**src/rtl/config_tree_pkg.sv**
```systemverilog
// Shared types and width helpers for the pipelined configurable adder tree.
package config_tree_pkg;

  typedef enum logic {MODE_FULL, MODE_HALVED} prec_mode_e;

  function automatic int unsigned tree_out_width(input int unsigned p, input int unsigned n);
    return p + 2 * $clog2(n);
  endfunction

endpackage

```
**src/rtl/config_adder.sv**
```systemverilog
// Two-operand adder that either sums full W-bit words or two packed W/2-bit lanes.
module config_adder
  import config_tree_pkg::*;
#(
  parameter int unsigned W = 8
) (
  input  logic [W-1:0] a_i,
  input  logic [W-1:0] b_i,
  input  logic         mode_i,
  output logic [W+1:0] sum_o
);

  localparam int unsigned H = W / 2;

  logic [W+1:0] w_full;
  logic [H:0]   w_hi;
  logic [H:0]   w_lo;

  assign w_full = {{2{a_i[W-1]}}, a_i} + {{2{b_i[W-1]}}, b_i};

  // Each lane grows by one bit, so the packed result still totals W+2 bits.
  assign w_lo = {a_i[H-1], a_i[H-1:0]} + {b_i[H-1], b_i[H-1:0]};
  assign w_hi = {a_i[W-1], a_i[W-1:H]} + {b_i[W-1], b_i[W-1:H]};

  assign sum_o = (prec_mode_e'(mode_i) == MODE_HALVED) ? {w_hi, w_lo} : w_full;

endmodule

```
**src/rtl/config_tree_stage.sv**
```systemverilog
// One reduction layer of the tree: pairwise configurable adders followed by a
// valid/ready register stage carrying the precision mode with the data.
module config_tree_stage
  import config_tree_pkg::*;
#(
  parameter int unsigned INPUTS_AMOUNT = 8,
  parameter int unsigned P             = 8
) (
  input  logic                                 clk_i,
  input  logic                                 rst_i,
  input  logic [INPUTS_AMOUNT*P-1:0]           in_data_i,
  input  logic                                 in_halved_i,
  input  logic                                 in_valid_i,
  output logic                                 in_ready_o,
  output logic [(INPUTS_AMOUNT/2)*(P+2)-1:0]   out_data_o,
  output logic                                 out_halved_o,
  output logic                                 out_valid_o,
  input  logic                                 out_ready_i
);

  localparam int unsigned Pairs = INPUTS_AMOUNT / 2;
  localparam int unsigned OutW  = P + 2;

  logic [Pairs*OutW-1:0] w_sum;
  logic                  w_load;
  logic [Pairs*OutW-1:0] r_data;
  prec_mode_e            r_mode;
  logic                  r_valid;

  for (genvar i = 0; i < Pairs; i++) begin : g_pair
    config_adder #(
      .W(P)
    ) u_add (
      .a_i   (in_data_i[(2*i)*P +: P]),
      .b_i   (in_data_i[(2*i+1)*P +: P]),
      .mode_i(in_halved_i),
      .sum_o (w_sum[i*OutW +: OutW])
    );
  end

  // Loading while full and draining lets a new beat replace the old one with no bubble.
  assign w_load     = !r_valid || out_ready_i;
  assign in_ready_o = w_load;

  always_ff @(posedge clk_i) begin
    if (rst_i) begin
      r_valid <= 1'b0;
      r_data  <= '0;
      r_mode  <= MODE_FULL;
    end else if (w_load) begin
      r_valid <= in_valid_i;
      if (in_valid_i) begin
        r_data <= w_sum;
        r_mode <= prec_mode_e'(in_halved_i);
      end
    end
  end

  assign out_data_o   = r_data;
  assign out_halved_o = (r_mode == MODE_HALVED);
  assign out_valid_o  = r_valid;

endmodule

```
**src/rtl/config_pipelined_tree_adder.sv**
```systemverilog
// Streaming log2(N)-layer reduction tree; one register stage per layer with
// valid/ready back-pressure and a per-beat full/halved precision mode.
module config_pipelined_tree_adder
  import config_tree_pkg::*;
#(
  parameter int unsigned INPUTS_AMOUNT = 8,
  parameter int unsigned P             = 8
) (
  input  logic                                       clk_i,
  input  logic                                       rst_i,
  input  logic [INPUTS_AMOUNT*P-1:0]                 in_data_i,
  input  logic                                       in_halved_i,
  input  logic                                       in_valid_i,
  output logic                                       in_ready_o,
  output logic [tree_out_width(P, INPUTS_AMOUNT)-1:0] out_sum_o,
  output logic                                       out_halved_o,
  output logic                                       out_valid_o,
  input  logic                                       out_ready_i
);

  localparam int unsigned LAYERS = $clog2(INPUTS_AMOUNT);

  // w_ready[k] is the ready seen by stage k from downstream; w_ready[0] faces the input.
  logic [LAYERS:0] w_ready;

  assign w_ready[LAYERS] = out_ready_i;
  assign in_ready_o      = w_ready[0];

  for (genvar k = 1; k <= LAYERS; k++) begin : g_layer
    localparam int unsigned NumIn   = INPUTS_AMOUNT >> (k - 1);
    localparam int unsigned WidthIn = P + 2 * (k - 1);
    localparam int unsigned OutBusW = (NumIn / 2) * (WidthIn + 2);

    logic [NumIn*WidthIn-1:0] w_in_data;
    logic                     w_in_halved;
    logic                     w_in_valid;
    logic [OutBusW-1:0]       w_out_data;
    logic                     w_out_halved;
    logic                     w_out_valid;

    if (k == 1) begin : g_first
      assign w_in_data   = in_data_i;
      assign w_in_halved = in_halved_i;
      assign w_in_valid  = in_valid_i;
    end else begin : g_chain
      assign w_in_data   = g_layer[k-1].w_out_data;
      assign w_in_halved = g_layer[k-1].w_out_halved;
      assign w_in_valid  = g_layer[k-1].w_out_valid;
    end

    config_tree_stage #(
      .INPUTS_AMOUNT(NumIn),
      .P            (WidthIn)
    ) u_stage (
      .clk_i       (clk_i),
      .rst_i       (rst_i),
      .in_data_i   (w_in_data),
      .in_halved_i (w_in_halved),
      .in_valid_i  (w_in_valid),
      .in_ready_o  (w_ready[k-1]),
      .out_data_o  (w_out_data),
      .out_halved_o(w_out_halved),
      .out_valid_o (w_out_valid),
      .out_ready_i (w_ready[k])
    );
  end

  assign out_sum_o    = g_layer[LAYERS].w_out_data;
  assign out_halved_o = g_layer[LAYERS].w_out_halved;
  assign out_valid_o  = g_layer[LAYERS].w_out_valid;

endmodule
```
**config.mk**
```make
export PLATFORM = sky130hd
export DESIGN_NAME = config_pipelined_tree_adder
export DESIGN_NICKNAME = d
export VERILOG_FILES = /design/src/rtl/config_tree_pkg.sv /design/src/rtl/config_adder.sv /design/src/rtl/config_tree_stage.sv /design/src/rtl/config_pipelined_tree_adder.sv
export SDC_FILE = /design/constraint.sdc
export NUM_CORES = 1
export LEC_CHECK = 0
export CORE_MARGIN = 2
export CORE_UTILIZATION = 35
export CTS_CLUSTER_DIAMETER = 80
export DETAILED_ROUTE_END_ITERATION = 12
export PLACE_DENSITY_LB_ADDON = 0.3
export SLEW_MARGIN = 20
export SYNTH_ARGS = -nofsm -noshare
export SYNTH_HDL_FRONTEND = slang
export SYNTH_HIERARCHICAL = 1
export SYNTH_SLANG_ARGS = --single-unit
```
**constraint.sdc**
```tcl
create_clock -name clk_i -period 2 [get_ports clk_i]
set_input_delay 0.4 -clock clk_i [delete_from_list [all_inputs] [get_ports clk_i]]
set_output_delay 0.4 -clock clk_i [all_outputs]
set_load 0.01 [all_outputs]
```
Yosys cells after proc, flatten, opt, wreduce, memory -nomap -nowiden
Cells that the tools add are included. Widths: inputs -> output; s select.

Flip-flop bits (word level): 84. Bits in latches: 0. Bits in writable memories: 0. Memory bits (read-only): 0. Bits of input ports: 69. Output and inout bits: 17. Logic and storage cells: 46. Memories kept: 0.

$add $sub $neg: 21. Multipliers: 0. Divide/modulo/power cells: 0. $lt $le $gt $ge: 0. Equal/unequal tests: 0. Shift operators: 0. Muxes and demuxes: 7. Bitwise logic cells: 0. Reduce and logical (&&, ||, !) cells: 9.

Operators by type and width (count): $add 4x4->5 (8); $mux 10 (4); $add 8x8->9 (4); $add 5x5->6 (4); $mux 12 (2); $add 10x10->11 (2); $add 6x6->7 (2); $mux 14 (1); $add 12x12->13 (1); $reduce_and 2->1 (3); $logic_not 1->1 (3); $logic_or 1x1->1 (3).

Logic depth before layout (Yosys ltp)
Depth after elaboration: 5. Gate-level depth with buffers: 10. Depth with buffers taken out: 10.

By module
Netlist, hierarchy kept.

Modules (own cells, without submodules): config_tree_stage (g_layer[1].u_stage) (instances 1, cells an instance 191, area each 1850.5 µm², seq. area each 840.8 µm²); config_tree_stage (g_layer[2].u_stage) (instances 1, cells an instance 119, area each 1226.2 µm², seq. area each 520.5 µm²); config_adder (g_layer[1].u_stage.g_pair[0].u_add ...) (instances 2, cells an instance 65, area each 518.0 µm², seq. area each 0.0 µm²); config_adder (g_layer[1].u_stage.g_pair[2].u_add ...) (instances 2, cells an instance 65, area each 490.5 µm², seq. area each 0.0 µm²); config_adder (g_layer[3].u_stage.g_pair[0].u_add) (instances 1, cells an instance 103, area each 768.2 µm², seq. area each 0.0 µm²); config_tree_stage (g_layer[3].u_stage) (instances 1, cells an instance 72, area each 732.0 µm², seq. area each 320.3 µm²); config_adder (g_layer[2].u_stage.g_pair[1].u_add) (instances 1, cells an instance 95, area each 710.7 µm², seq. area each 0.0 µm²); config_adder (g_layer[2].u_stage.g_pair[0].u_add) (instances 1, cells an instance 95, area each 706.9 µm², seq. area each 0.0 µm²).

Worst setup path after synthesis
Ideal clock, no wire load.

Kind: reg-to-reg. From: reg g_layer[1].u_stage.r_data[5]. To: reg g_layer[2].u_stage.r_data[9]. Setup time: 0.125 ns. Data arrival time: 2.004 ns. Required time: 1.875 ns. Slack: -0.129 ns. Stages on the path, launching flop included: 9. Path buffers: 0. Clock period less this slack: 2.129 ns. Path through: dfxtp_1 > ha_1 > fa_1 > a21o_2 > a21o_1 > a2111oi_0 > nand3_1 > nand3_1 > a21oi_2.

Longest elaborated chain between the ends: 2. Elaborated cells between the ends (all ways): 3. Classes of those cells: add/sub (2); mux (1).

Ends and longest elaborated chain: start, declared (line config_tree_stage.sv:26) `logic [Pairs*OutW-1:0] r_data;`; start signal, assigned (line config_tree_stage.sv:53) `r_data <= w_sum;`; $add 10x10->11 / $add 5x5->6 (equally long branches) (line config_adder.sv:19, config_adder.sv:23); $mux 12 * (line config_adder.sv:25) `assign sum_o = (prec_mode_e'(mode_i) == MODE_HALVED) ? {w_hi, w_lo} : w_full;`; via g_layer[2].u_stage.w_sum[9] (line config_tree_stage.sv:24) `logic [Pairs*OutW-1:0] w_sum;`; end signal, assigned (line config_tree_stage.sv:53); end, declared (line config_tree_stage.sv:26).

The timed path passes the listed nets; every way through them passes the cells marked *. A chain may end at the register's enable or synchronous reset.

Worst setup path in the final report
From: reg g_layer[2].u_stage.r_data[0]. To: reg g_layer[3].u_stage.r_data[8].

Longest elaborated chain between the ends: 2.

Ends and longest elaborated chain: $add 12x12->13 (line config_adder.sv:19) `assign w_full = {{2{a_i[W-1]}}, a_i} + {{2{b_i[W-1]}}, b_i};`; $mux 14 (line config_adder.sv:25); via g_layer[3].u_stage.w_sum[8] (line config_tree_stage.sv:24); end signal, assigned (line config_tree_stage.sv:53); end, declared (line config_tree_stage.sv:26).

The timed path passes the listed nets, and every way through them passes these cells.

==> key figures <==
Status
  – Status: complete, but fails checks
  – Violated checks: setup timing

Finish
  – P&R area growth vs syn: 32.8%
  – Final core occ: 0.471
  – Share of post-route cells with drive strength above 1: 0.321
  – Final Net Count: 1,235
  – Finished Layout Cells: 1,377
  – Ant. Diodes: 0
  – Final Instance Area: 10,600 um2

Floorplanning
  – Die Y: 155 um
  – Std-Cell Core Area: 22,600 um2
  – IO Count: 86
  – Initial Util: 0.355
  – Die area: 24,100 um2
  – Chip width: 155 um
  – Site Rows: 55

Power and ir drop
  – Static Leak: 4.40 nW
  – Sequential share of power: 0.327
  – Net switching share of the total power: 0.321
  – Net switching power: 1.84 mW
  – Gate power share: 0.381
  – Peak supply drop: 388 uV
  – PD cells: 540 nW/um2
  – Internal: 3.90 mW
  – Clock power frac: 0.292
  – Total power: 5.75 mW

Setup path
  – Maximum fanout along the worst path: 4
  – Crit path cell chain: ha_4 > inv_2 > fa_2 > nor2b_4 > o31ai_4 > a211oi_4 > buf_4 > buf_6 > o21a_1 > o31ai_2 > nand3_1 > a21oi_2
  – Flop2flop setup slack: -140 ps
  – Type of origin of the critical path: register
  – Critical path type: register to register
  – CP max-delay cell: fa_2
  – CP peak stage delay: 360 ps
  – Worst Setup End Kind: register
  – Critical path data arrival time: 2360 ps
  – Top delay family on crit path: compound AO/OA/AOI/OAI gates
  – Bufs and invs on worst path: 3
  – Req. time, crit path: 2220 ps
  – CP Depth: 12
  – Reg2Reg Depth: 12

Placement
  – Post-place instance area: 9770 um2
  – Port bufs: 85
  – Placed cells: 1,348
  – DP Worst Slack: -512 ps
  – Routability cong.: 0.868
  – Post-detail-place hpwl: 14,200 um

Clock network
  – Clk sinks: 84
  – # H-tree levels: 3
  – CTS Root Cell: clkbuf_16
  – CTS buffer count: 9
  – Clock latency on the worst-skew pair: 340 ps
  – CTS tree: yes
  – Clock-pin transition on the worst setup and hold timing paths: 60 ps
  – CTS Buffer Depth: 2

GRT
  – First-pass GRT wire length: 33,100 um
  – Grt ovf: 0
  – Largest net degree at the start of global routing: 84
  – GRT Overall Usage: 0.162
  – Initial antenna violation count: 0
  – Vias in the first global route: 6,909

Logic synthesis
  – Sequential share of the synthesized area: 0.210
  – Post-synth EDFFs: 0
  – Post-synth top cells: a21oi_1, nand3_1, dfxtp_1
  – Syn nets: 1,082
  – Mapped Cells: 935
  – Top cell type's share of synthesized area: 0.210
  – Most common cell in the netlist: a21oi_1
  – Post-synth top area cell: dfxtp_1
  – Mapped Area: 8010 um2
  – Post-Syn Area per Cell: 8.57 um2
  – Ys Warns: 6
  – Synth Flop Type: dfxtp_1
  – Synthesis-stage register bit count: 84
  – Ranking of synthesized cells by area: dfxtp_1, ha_1, a21bo_1, a21oi_1, nand3_1
  – Post-synthesis cell type count: 74
  – Post-synth ARST share: 0

Drt
  – Vias per Instance: 5.31
  – Routed vias: 7,318
  – Post-DRT Antenna Nets: 0
  – Wirelength per Cell: 14.3 um
  – DRT iter0 DRCs: 322
  – Post-route DRC violation count: 0
  – Drt pass-1 iters: 5
  – WL final: 19,700 um

Min path
  – Hold depth: 2
  – Hold Path Class: input pin to register

Timing
  – Unrepaired setup endpoints after global routing: yes
  – Final setup fails: 11
  – Post-layout min period: 2140 ps
  – Final period util: 1.07
  – Hold Violations, Final: 0
  – Tightest Pin Transition: 518 ps
  – Final hold slack: 458 ps
  – Slew HR: 0.654
  – Fmax: 467 MHz
  – Post-route setup slack: -143 ps
  – Setup Skew: 5.39 ps
  – Max-slew violations: 0
  – Final TNS setup: -776 ps

Run
  – Number of max-cap violations: 0
[area by class of cell]
| class | count | area [um2] |
|---|---|---|
| fillers | 2220 | 11900 |
| clock buffers | 11 | 243 |
| repair buffers | 211 | 1860 |
| flip-flops and latches | 84 | 1700 |
| clock inverters | 4 | 48.8 |
| well taps | 285 | 357 |
| inverters | 41 | 154 |
| multi-input cells | 741 | 6280 |
[what timing repair did]
action / 4_1_cts / 5_1_grt
pin swaps: 61 / 50
hold buffers: 0 / 0
endpoints found under the setup margin: 37 / 40
resized for setup: 69 / 52
gates cloned: 0 / 0
buffers inserted: 5 / 9
[placed cells by master, fill, tap and decap left out, types with 24 or more instances in the layout]
master and n:
a21bo_1 53, a21bo_2 28, a21oi_1 83, a21oi_2 54
buf_4 120, clkdlybuf4s50_1 67, dfxtp_1 72, ha_1 49
inv_1 34, nand2_1 35, nand3_1 86, nor2_1 32
xnor2_1 24
[flip-flops by register name (all words and copies together) (netlist names)]
name,flops
g_layer.u_stage/out_data_o,78
g_layer.u_stage/out_halved_o,3
g_layer.u_stage/out_valid_o,3
[path summary, 6_finish.rpt]
kind / startpoint / endpoint
worst min-delay path: rst_i / g_layer[3].u_stage/out_data_o[0]
worst max register to register: g_layer[2].u_stage/out_data_o[0] / g_layer[3].u_stage/out_data_o[8]
worst min register to register: g_layer[3].u_stage/out_halved_o / g_layer[3].u_stage/out_halved_o
worst max-delay path: g_layer[2].u_stage/out_data_o[0] / g_layer[3].u_stage/out_data_o[8]
[layer usage]
metal  up-vias  part of all wire  track usage
met5         -                 0            0
met4         0             0.015       0.0450
met3        23             0.026       0.0223
met2        97              0.47        0.266
met1      3443              0.49        0.223
li1       3755                 -            -
[cell families after synthesis]
family | Yosys count | share of synthesized area
AO/OA/AOI/OAI | 375 | 0.365
XOR/XNOR | 36 | 0.0394
adder cells (fa/ha/maj) | 78 | 0.135
buffers and inverters | 110 | 0.0714
flip-flops | 84 | 0.210
multiplexers | 13 | 0.0164
AND/OR/NAND/NOR | 239 | 0.164
[power by group through the flow]
stage / logic [mW] / registers (mW) / clock network (mW)
finish: 2.19 / 1.88 / 1.68
CTS: 2.08 / 1.87 / 1.73
global placement: 1.97 / 1.90 / 0
floorplan: 1.34 / 1.88 / 0
detailed placement: 1.99 / 1.90 / 0
global route: 2.42 / 1.89 / 1.79
No activity file was read; power rests on OpenSTA's default activity.
